### src/rtl/ibex_pkg.sv
// Shared FP register file types and helpers.
package ibex_pkg;

  localparam int unsigned FpNumRegs   = 32;
  localparam int unsigned FpAddrWidth = 5;

  typedef logic [FpAddrWidth-1:0] fp_reg_addr_t;

  // Write-port control carried from the register file into the scoreboard.
  typedef struct packed {
    logic         we;
    fp_reg_addr_t addr;
  } fp_wr_req_t;

  // One-hot decode of an FP register address.
  function automatic logic [FpNumRegs-1:0] fp_reg_onehot(input fp_reg_addr_t addr);
    fp_reg_onehot = FpNumRegs'(1) << addr;
  endfunction

endpackage

### src/rtl/ibex_fpu_scoreboard.sv
// Pending-bit scoreboard for the FP register file: set at issue, cleared on
// writeback, flushed wholesale; lookups reflect registered state only.
module ibex_fpu_scoreboard import ibex_pkg::*; #(
  parameter int unsigned NumReadPorts = 3
) (
  input  logic                                  clk_int,
  input  logic                                  rst_ni,
  input  logic                                  set,
  input  fp_reg_addr_t                          set_addr,
  input  logic                                  flush,
  input  fp_wr_req_t                            clr_a,
  input  fp_wr_req_t                            clr_b,
  input  logic [NumReadPorts-1:0][FpAddrWidth-1:0] raddr,
  output logic [NumReadPorts-1:0]               rbusy,
  output logic                                  busy_any
);

  logic [FpNumRegs-1:0] pending_q;
  logic [FpNumRegs-1:0] pending_d;

  // Next pending state: clears first so a same-cycle set re-claims the register;
  // flush overrides everything.
  always_comb begin
    pending_d = pending_q;
    if (clr_a.we) pending_d = pending_d & ~fp_reg_onehot(clr_a.addr);
    if (clr_b.we) pending_d = pending_d & ~fp_reg_onehot(clr_b.addr);
    if (set)      pending_d = pending_d | fp_reg_onehot(set_addr);
    if (flush)    pending_d = '0;
  end

  // Pending-bit register.
  always_ff @(posedge clk_int or negedge rst_ni) begin
    if (!rst_ni) begin
      pending_q <= '0;
    end else begin
      pending_q <= pending_d;
    end
  end

  // Per-port lookup and global busy flag.
  always_comb begin
    rbusy = '0;
    for (int unsigned p = 0; p < NumReadPorts; p++) begin
      rbusy[p] = pending_q[raddr[p]];
    end
    busy_any = |pending_q;
  end

endmodule

### src/rtl/ibex_fpu_regfile_sb.sv
// FP register file (32 flop words, two write ports, N read ports) with an
// attached pending-bit scoreboard.
module ibex_fpu_regfile_sb import ibex_pkg::*; #(
  parameter int unsigned DataWidth    = 32,
  parameter int unsigned NumReadPorts = 3,
  parameter bit          WriteBypass  = 1'b0
) (
  input  logic                                     clk_int,
  input  logic                                     rst_ni,
  input  logic [NumReadPorts-1:0][FpAddrWidth-1:0] raddr_i,
  output logic [NumReadPorts-1:0][DataWidth-1:0]   rdata_o,
  output logic [NumReadPorts-1:0]                  rbusy_o,
  input  logic                                     we_a_i,
  input  logic [FpAddrWidth-1:0]                   waddr_a_i,
  input  logic [DataWidth-1:0]                     wdata_a_i,
  input  logic                                     single_a_i,
  input  logic                                     we_b_i,
  input  logic [FpAddrWidth-1:0]                   waddr_b_i,
  input  logic [DataWidth-1:0]                     wdata_b_i,
  input  logic                                     single_b_i,
  input  logic                                     sb_set_i,
  input  logic [FpAddrWidth-1:0]                   sb_addr_i,
  input  logic                                     sb_flush_i,
  output logic                                     busy_any_o
);

  // Upper-half ones for NaN-boxing; all zero when DataWidth is 32.
  localparam logic [DataWidth-1:0] BoxMask = ~DataWidth'(32'hFFFF_FFFF);

  logic [DataWidth-1:0] regs_q [FpNumRegs];
  logic [DataWidth-1:0] wdata_a_box;
  logic [DataWidth-1:0] wdata_b_box;
  fp_wr_req_t           wr_a;
  fp_wr_req_t           wr_b;
  logic                 we_b_eff;

  // Write requests are suppressed while in reset so bypass cannot leak data.
  always_comb begin
    wr_a.we     = we_a_i & rst_ni;
    wr_a.addr   = waddr_a_i;
    wr_b.we     = we_b_i & rst_ni;
    wr_b.addr   = waddr_b_i;
    we_b_eff    = wr_b.we & ~(wr_a.we & (waddr_a_i == waddr_b_i));
    wdata_a_box = single_a_i ? (wdata_a_i | BoxMask) : wdata_a_i;
    wdata_b_box = single_b_i ? (wdata_b_i | BoxMask) : wdata_b_i;
  end

  // Register array; port A wins an address collision.
  always_ff @(posedge clk_int or negedge rst_ni) begin
    if (!rst_ni) begin
      for (int unsigned i = 0; i < FpNumRegs; i++) begin
        regs_q[i] <= '0;
      end
    end else begin
      if (we_b_eff) regs_q[waddr_b_i] <= wdata_b_box;
      if (wr_a.we)  regs_q[waddr_a_i] <= wdata_a_box;
    end
  end

  // Read muxes with optional same-cycle write bypass (A before B).
  always_comb begin
    rdata_o = '0;
    for (int unsigned p = 0; p < NumReadPorts; p++) begin
      rdata_o[p] = regs_q[raddr_i[p]];
      if (WriteBypass) begin
        if (wr_a.we && (waddr_a_i == raddr_i[p])) begin
          rdata_o[p] = wdata_a_box;
        end else if (wr_b.we && (waddr_b_i == raddr_i[p])) begin
          rdata_o[p] = wdata_b_box;
        end
      end
    end
  end

  ibex_fpu_scoreboard #(
    .NumReadPorts (NumReadPorts)
  ) u_scoreboard (
    .clk_int  (clk_int),
    .rst_ni   (rst_ni),
    .set      (sb_set_i),
    .set_addr (sb_addr_i),
    .flush    (sb_flush_i),
    .clr_a    (wr_a),
    .clr_b    (wr_b),
    .raddr    (raddr_i),
    .rbusy    (rbusy_o),
    .busy_any (busy_any_o)
  );

endmodule
### config.mk
export PLATFORM = sky130hd
export DESIGN_NAME = ibex_fpu_regfile_sb
export DESIGN_NICKNAME = d
export VERILOG_FILES = /design/src/rtl/ibex_pkg.sv /design/src/rtl/ibex_fpu_scoreboard.sv /design/src/rtl/ibex_fpu_regfile_sb.sv
export SDC_FILE = /design/constraint.sdc
export NUM_CORES = 2
export LEC_CHECK = 0
export CORE_ASPECT_RATIO = 2
export CORE_MARGIN = 2
export CORE_UTILIZATION = 30
export CTS_CLUSTER_DIAMETER = 50
export DETAILED_ROUTE_END_ITERATION = 10
export SYNTH_ARGS = -nofsm -noshare
export SYNTH_HDL_FRONTEND = slang
export SYNTH_SLANG_ARGS = --single-unit
### constraint.sdc
create_clock -name clk_int -period 3.29 [get_ports clk_int]
set_input_delay 0.658 -clock clk_int [delete_from_list [all_inputs] [get_ports clk_int]]
set_output_delay 0.658 -clock clk_int [all_outputs]
set_load 0.1 [all_outputs]
==> metrics.txt <==
# TYPE chip_impl_metric gauge
chip_impl_info{name="synth_top_cells_by_count",value="sky130_fd_sc_hd__nand2_1 (2217), sky130_fd_sc_hd__nor2_1 (1168), sky130_fd_sc_hd__dfrtp_1 (1056)"} 1
chip_impl_metric{name="hold_ws",unit="ns"} 0.0623
chip_impl_metric{name="grt_antenna_before_repair",unit=""} 22
chip_impl_metric{name="grt_pass1_wl",unit="µm"} 550000
chip_impl_metric{name="setup_viol_count_final",unit=""} 56
chip_impl_metric{name="worstRegToRegCells",unit=""} 4
chip_impl_metric{name="cts_made_buffers",unit=""} 104
chip_impl_metric{name="cp_data_arrival_time",unit="ns"} 2.74
chip_impl_metric{name="grt.met1_usage",unit=""} 0.334
chip_impl_info{name="leading_cell_types_by_total_area_after_synthesis",value="sky130_fd_sc_hd__dfrtp_1 (35%), sky130_fd_sc_hd__mux4_2 (24%), sky130_fd_sc_hd__nand2_1 (11%)"} 1
chip_impl_metric{name="gr-usage-met2",unit=""} 0.474
chip_impl_metric{name="dp_hpwl",unit="µm"} 257000
chip_impl_info{name="busiest_layer_in_global_routing",value="met2"} 1
chip_impl_metric{name="worst-slew-pin-transition",unit="ns"} 1.09
chip_impl_info{name="hold_path.class",value="primary input to async pin"} 1
chip_impl_metric{name="insertion_delay",unit="ns"} 0.79
chip_impl_info{name="yosys.cell_count.top_type",value="sky130_fd_sc_hd__nand2_1"} 1
chip_impl_metric{name="multiInputGateArea",unit="µm²"} 46900
chip_impl_metric{name="fin_cells",unit=""} 11810
chip_impl_metric{name="reg2reg_setup_slack",unit="ns"} 2.24
chip_impl_info{name="startpoint_type",value="primary input"} 1
chip_impl_metric{name="gp_congestion",unit=""} 0.992
chip_impl_metric{name="postSynth.asyncResetShare",unit=""} 1.00
chip_impl_metric{name="p_per_area",unit="nW/µm²"} 553
chip_impl_metric{name="synth_cell_type_count",unit=""} 39
chip_impl_info{name="yosysTopAreaCell",value="sky130_fd_sc_hd__dfrtp_1"} 1
chip_impl_info{name="flip_flop_cell_with_the_highest_count_after_synthesis",value="sky130_fd_sc_hd__dfrtp_1"} 1
chip_impl_metric{name="power.total",unit="mW"} 53.6
chip_impl_metric{name="vdd_ir_drop_max",unit="µV"} 479
chip_impl_metric{name="chipHeight",unit="µm"} 709
chip_impl_metric{name="yosysTopAreaCellShare",unit=""} 0.355
chip_impl_metric{name="remaining_drc_errors",unit=""} 0
chip_impl_metric{name="syn2layout_area_growth",unit="%"} 30.3
chip_impl_metric{name="place_ws",unit="ns"} -0.374
chip_impl_metric{name="final.fill_count",unit=""} 23457
chip_impl_metric{name="clock_tree.buffer_depth",unit=""} 3
chip_impl_metric{name="floorplan.die.width",unit="µm"} 356
chip_impl_info{name="worst_reg2reg_startpoint",value="u_scoreboard.pending_q[22]$_DFF_PN0_"} 1
chip_impl_metric{name="design.die.area",unit="µm²"} 252000
chip_impl_metric{name="max-slew-margin-rel",unit=""} 0.272
chip_impl_metric{name="globalRouteOverflowTotal",unit=""} 0
chip_impl_info{name="worst_r2r_endpoint",value="u_scoreboard.pending_q[22]$_DFF_PN0_"} 1
chip_impl_metric{name="postSynthRegisterBits",unit=""} 1056
chip_impl_info{name="setup.worst_path.end_class",value="output port"} 1
chip_impl_metric{name="finish.instance_area",unit="µm²"} 97000
chip_impl_metric{name="detailroute.via_count",unit=""} 75530
chip_impl_metric{name="placedInstanceArea",unit="µm²"} 89500
chip_impl_metric{name="postSynthAreaPerCell",unit="µm²"} 9.27
chip_impl_metric{name="min_period_over_period",unit=""} 1.03
chip_impl_info{name="failed_checks",value="negative setup slack"} 1
chip_impl_metric{name="seqCellArea",unit="µm²"} 26400
chip_impl_info{name="cp-startpoint",value="raddr_i[1]"} 1
chip_impl_metric{name="io_pins",unit=""} 202
chip_impl_metric{name="use_met3",unit=""} 0.0811
chip_impl_info{name="rsz0062_at_grt",value="yes"} 1
chip_impl_metric{name="final_critical_path_setup_slack",unit="ns"} -0.111
chip_impl_info{name="critical_path_sink",value="rdata_o[9]"} 1
chip_impl_metric{name="critical_path.max_fanout",unit=""} 7
chip_impl_metric{name="max_slew_violation_count",unit=""} 0
chip_impl_metric{name="detail-route-antenna-nets",unit=""} 0
chip_impl_metric{name="final_hold_viol_count",unit=""} 0
chip_impl_metric{name="dr.pass1.iters",unit=""} 10
chip_impl_metric{name="fp-row-count",unit=""} 258
chip_impl_info{name="clock-root-buffer",value="sky130_fd_sc_hd__clkbuf_16"} 1
chip_impl_metric{name="core-area",unit="µm²"} 247000
chip_impl_metric{name="track_usage",unit=""} 0.304
chip_impl_metric{name="worst-endpoint-required",unit="ns"} 2.63
chip_impl_metric{name="power.leakage",unit="nW"} 40.2
chip_impl_metric{name="effective_utilization_at_floorplan",unit=""} 0.302
chip_impl_metric{name="port_buffers",unit=""} 199
chip_impl_metric{name="largest_net_degree_at_the_start_of_global_routing",unit=""} 154
chip_impl_metric{name="numClockSinks",unit=""} 1056
chip_impl_metric{name="first_global_vias",unit=""} 74279
chip_impl_metric{name="post_synth_instance_area",unit="µm²"} 74500
chip_impl_metric{name="routed_wl",unit="µm"} 395000
chip_impl_metric{name="cts.reportedPaths.clkPinSlew",unit="ns"} 0.07
chip_impl_metric{name="post-route-util",unit=""} 0.393
chip_impl_metric{name="drv_cap",unit=""} 0
chip_impl_metric{name="initialDrtViolationCount",unit=""} 10399
chip_impl_metric{name="final.min_clock_period",unit="ns"} 3.40
chip_impl_metric{name="layout-drive-gt1-share",unit=""} 0.319
chip_impl_metric{name="synth_nets",unit=""} 8139
chip_impl_metric{name="yosysWarningCount",unit=""} 0
chip_impl_metric{name="final_net_count",unit=""} 8567
chip_impl_metric{name="dpl.cell_count",unit=""} 11451
chip_impl_metric{name="cts_htree_levels",unit=""} 3
chip_impl_metric{name="syn_inst",unit=""} 8037
chip_impl_metric{name="fmaxAchievable",unit="MHz"} 294
chip_impl_metric{name="synth-seq-area-share",unit=""} 0.355
chip_impl_metric{name="final.setup.tns",unit="ns"} -2.15
chip_impl_metric{name="synth_edf_count",unit=""} 0
chip_impl_metric{name="wire_per_inst",unit="µm"} 33.4
chip_impl_info{name="criticalPathCategory",value="primary input to output port"} 1
chip_impl_info{name="cts_tree",value="yes"} 1
chip_impl_metric{name="avgViaCountPerCell",unit=""} 6.40
chip_impl_info{name="run_status",value="complete, but fails checks"} 1
chip_impl_metric{name="clock_skew",unit="ns"} 0
-- worst max-delay path, cell delays in order --
cell and delay, ns:
sky130_fd_sc_hd__buf_16 0.18, sky130_fd_sc_hd__buf_12 0.16, sky130_fd_sc_hd__buf_16 0.18, sky130_fd_sc_hd__mux4_2 0.53, sky130_fd_sc_hd__mux2_4 0.29, sky130_fd_sc_hd__a211oi_2 0.29, sky130_fd_sc_hd__buf_4 0.17, sky130_fd_sc_hd__a21oi_4 0.04
sky130_fd_sc_hd__buf_12 0.17
-- cells by family after synthesis --
logic type | count (synthesis) | synth area share
AOI/OAI and AO/OA | 1419 | 0.120
xor gates and xnor gates | 3 | 0.000353
muxes | 1188 | 0.296
and+or+nand+nor | 3440 | 0.176
DFF | 1056 | 0.355
buffers and inverters | 931 | 0.0535
-- final cells by class --
type	count	share of cell area
Timing Repair Buffer	1250	0.164
Clock inverter	56	0.00746
Clock buffer	136	0.0299
Inverter	3	0.000116
Antenna cell	9	0.000232
Sequential cell	1056	0.273
Tap cell	3250	0.0419
Multi-Input combinational cell	6050	0.483
-- placed cells by master (no fill, tap or decap), types with 9 or more instances in the layout --
| master | instances |
|---|---|
| sky130_fd_sc_hd__a211oi_2 | 82 |
| sky130_fd_sc_hd__a211oi_4 | 13 |
| sky130_fd_sc_hd__a21o_2 | 31 |
| sky130_fd_sc_hd__a21oi_4 | 127 |
| sky130_fd_sc_hd__a31oi_1 | 1024 |
| sky130_fd_sc_hd__a32oi_1 | 30 |
| sky130_fd_sc_hd__buf_12 | 385 |
| sky130_fd_sc_hd__buf_16 | 41 |
| sky130_fd_sc_hd__buf_4 | 646 |
| sky130_fd_sc_hd__buf_6 | 51 |
| sky130_fd_sc_hd__buf_8 | 23 |
| sky130_fd_sc_hd__bufinv_16 | 9 |
| sky130_fd_sc_hd__clkbuf_1 | 15 |
| sky130_fd_sc_hd__clkbuf_16 | 122 |
| sky130_fd_sc_hd__clkbuf_8 | 19 |
| sky130_fd_sc_hd__clkdlybuf4s50_1 | 83 |
| sky130_fd_sc_hd__clkinv_2 | 16 |
| sky130_fd_sc_hd__dfrtp_1 | 1042 |
| sky130_fd_sc_hd__dfrtp_2 | 14 |
| sky130_fd_sc_hd__diode_2 | 9 |
| sky130_fd_sc_hd__mux2_2 | 145 |
| sky130_fd_sc_hd__mux2_4 | 53 |
| sky130_fd_sc_hd__mux2i_1 | 169 |
| sky130_fd_sc_hd__mux2i_2 | 19 |
| sky130_fd_sc_hd__mux2i_4 | 10 |
| sky130_fd_sc_hd__mux4_2 | 792 |
| sky130_fd_sc_hd__nand2_1 | 2185 |
| sky130_fd_sc_hd__nand2_2 | 16 |
| sky130_fd_sc_hd__nand2_4 | 16 |
| sky130_fd_sc_hd__nor2_1 | 1148 |
| sky130_fd_sc_hd__nor2_2 | 15 |
| sky130_fd_sc_hd__o21ai_0 | 28 |
| sky130_fd_sc_hd__o21ai_1 | 36 |
| sky130_fd_sc_hd__o21ai_2 | 31 |
-- state kept, by name (all words and copies together), names as in the netlist --
signal / flops
u_scoreboard.pending_q: 32
regs_q: 1024
-- layer usage --
metal | up-vias | wire length, µm
met5 | - | 133
met4 | 22 | 46900
met3 | 2181 | 44500
met2 | 6307 | 178000
met1 | 37225 | 125000
li1 | 29795 | -
-- worst min path at each step --
stage	slack [ns]	cells past startpoint	to
after detailed placement	0.56	2	regs_q[894]$_DFF_PN0_
final	0.06	2	regs_q[749]$_DFF_PN0_
after global routing	0.10	2	regs_q[749]$_DFF_PN0_
after floorplan	0.36	0	regs_q[0]$_DFF_PN0_
after CTS	0.04	2	regs_q[205]$_DFF_PN0_
after global placement	0.55	2	regs_q[784]$_DFF_PN0_
-- timing repair --
action	CTS	global route
cloned	19	17
buffers inserted	69	67
pin swaps	54	63
setup endpoints to repair	98	98
hold buffers	0	0
gates resized for setup	338	156
-- where the power goes --
group	internal, mW	leakage, nW	switching (mW)	total [mW]
Clock	7.05	1.76	6.41	13.5
Sequential	16.3	13.2	3.74	20.0
Combinational	10.5	25.3	9.68	20.2
(Power assumes the default switching activity.)
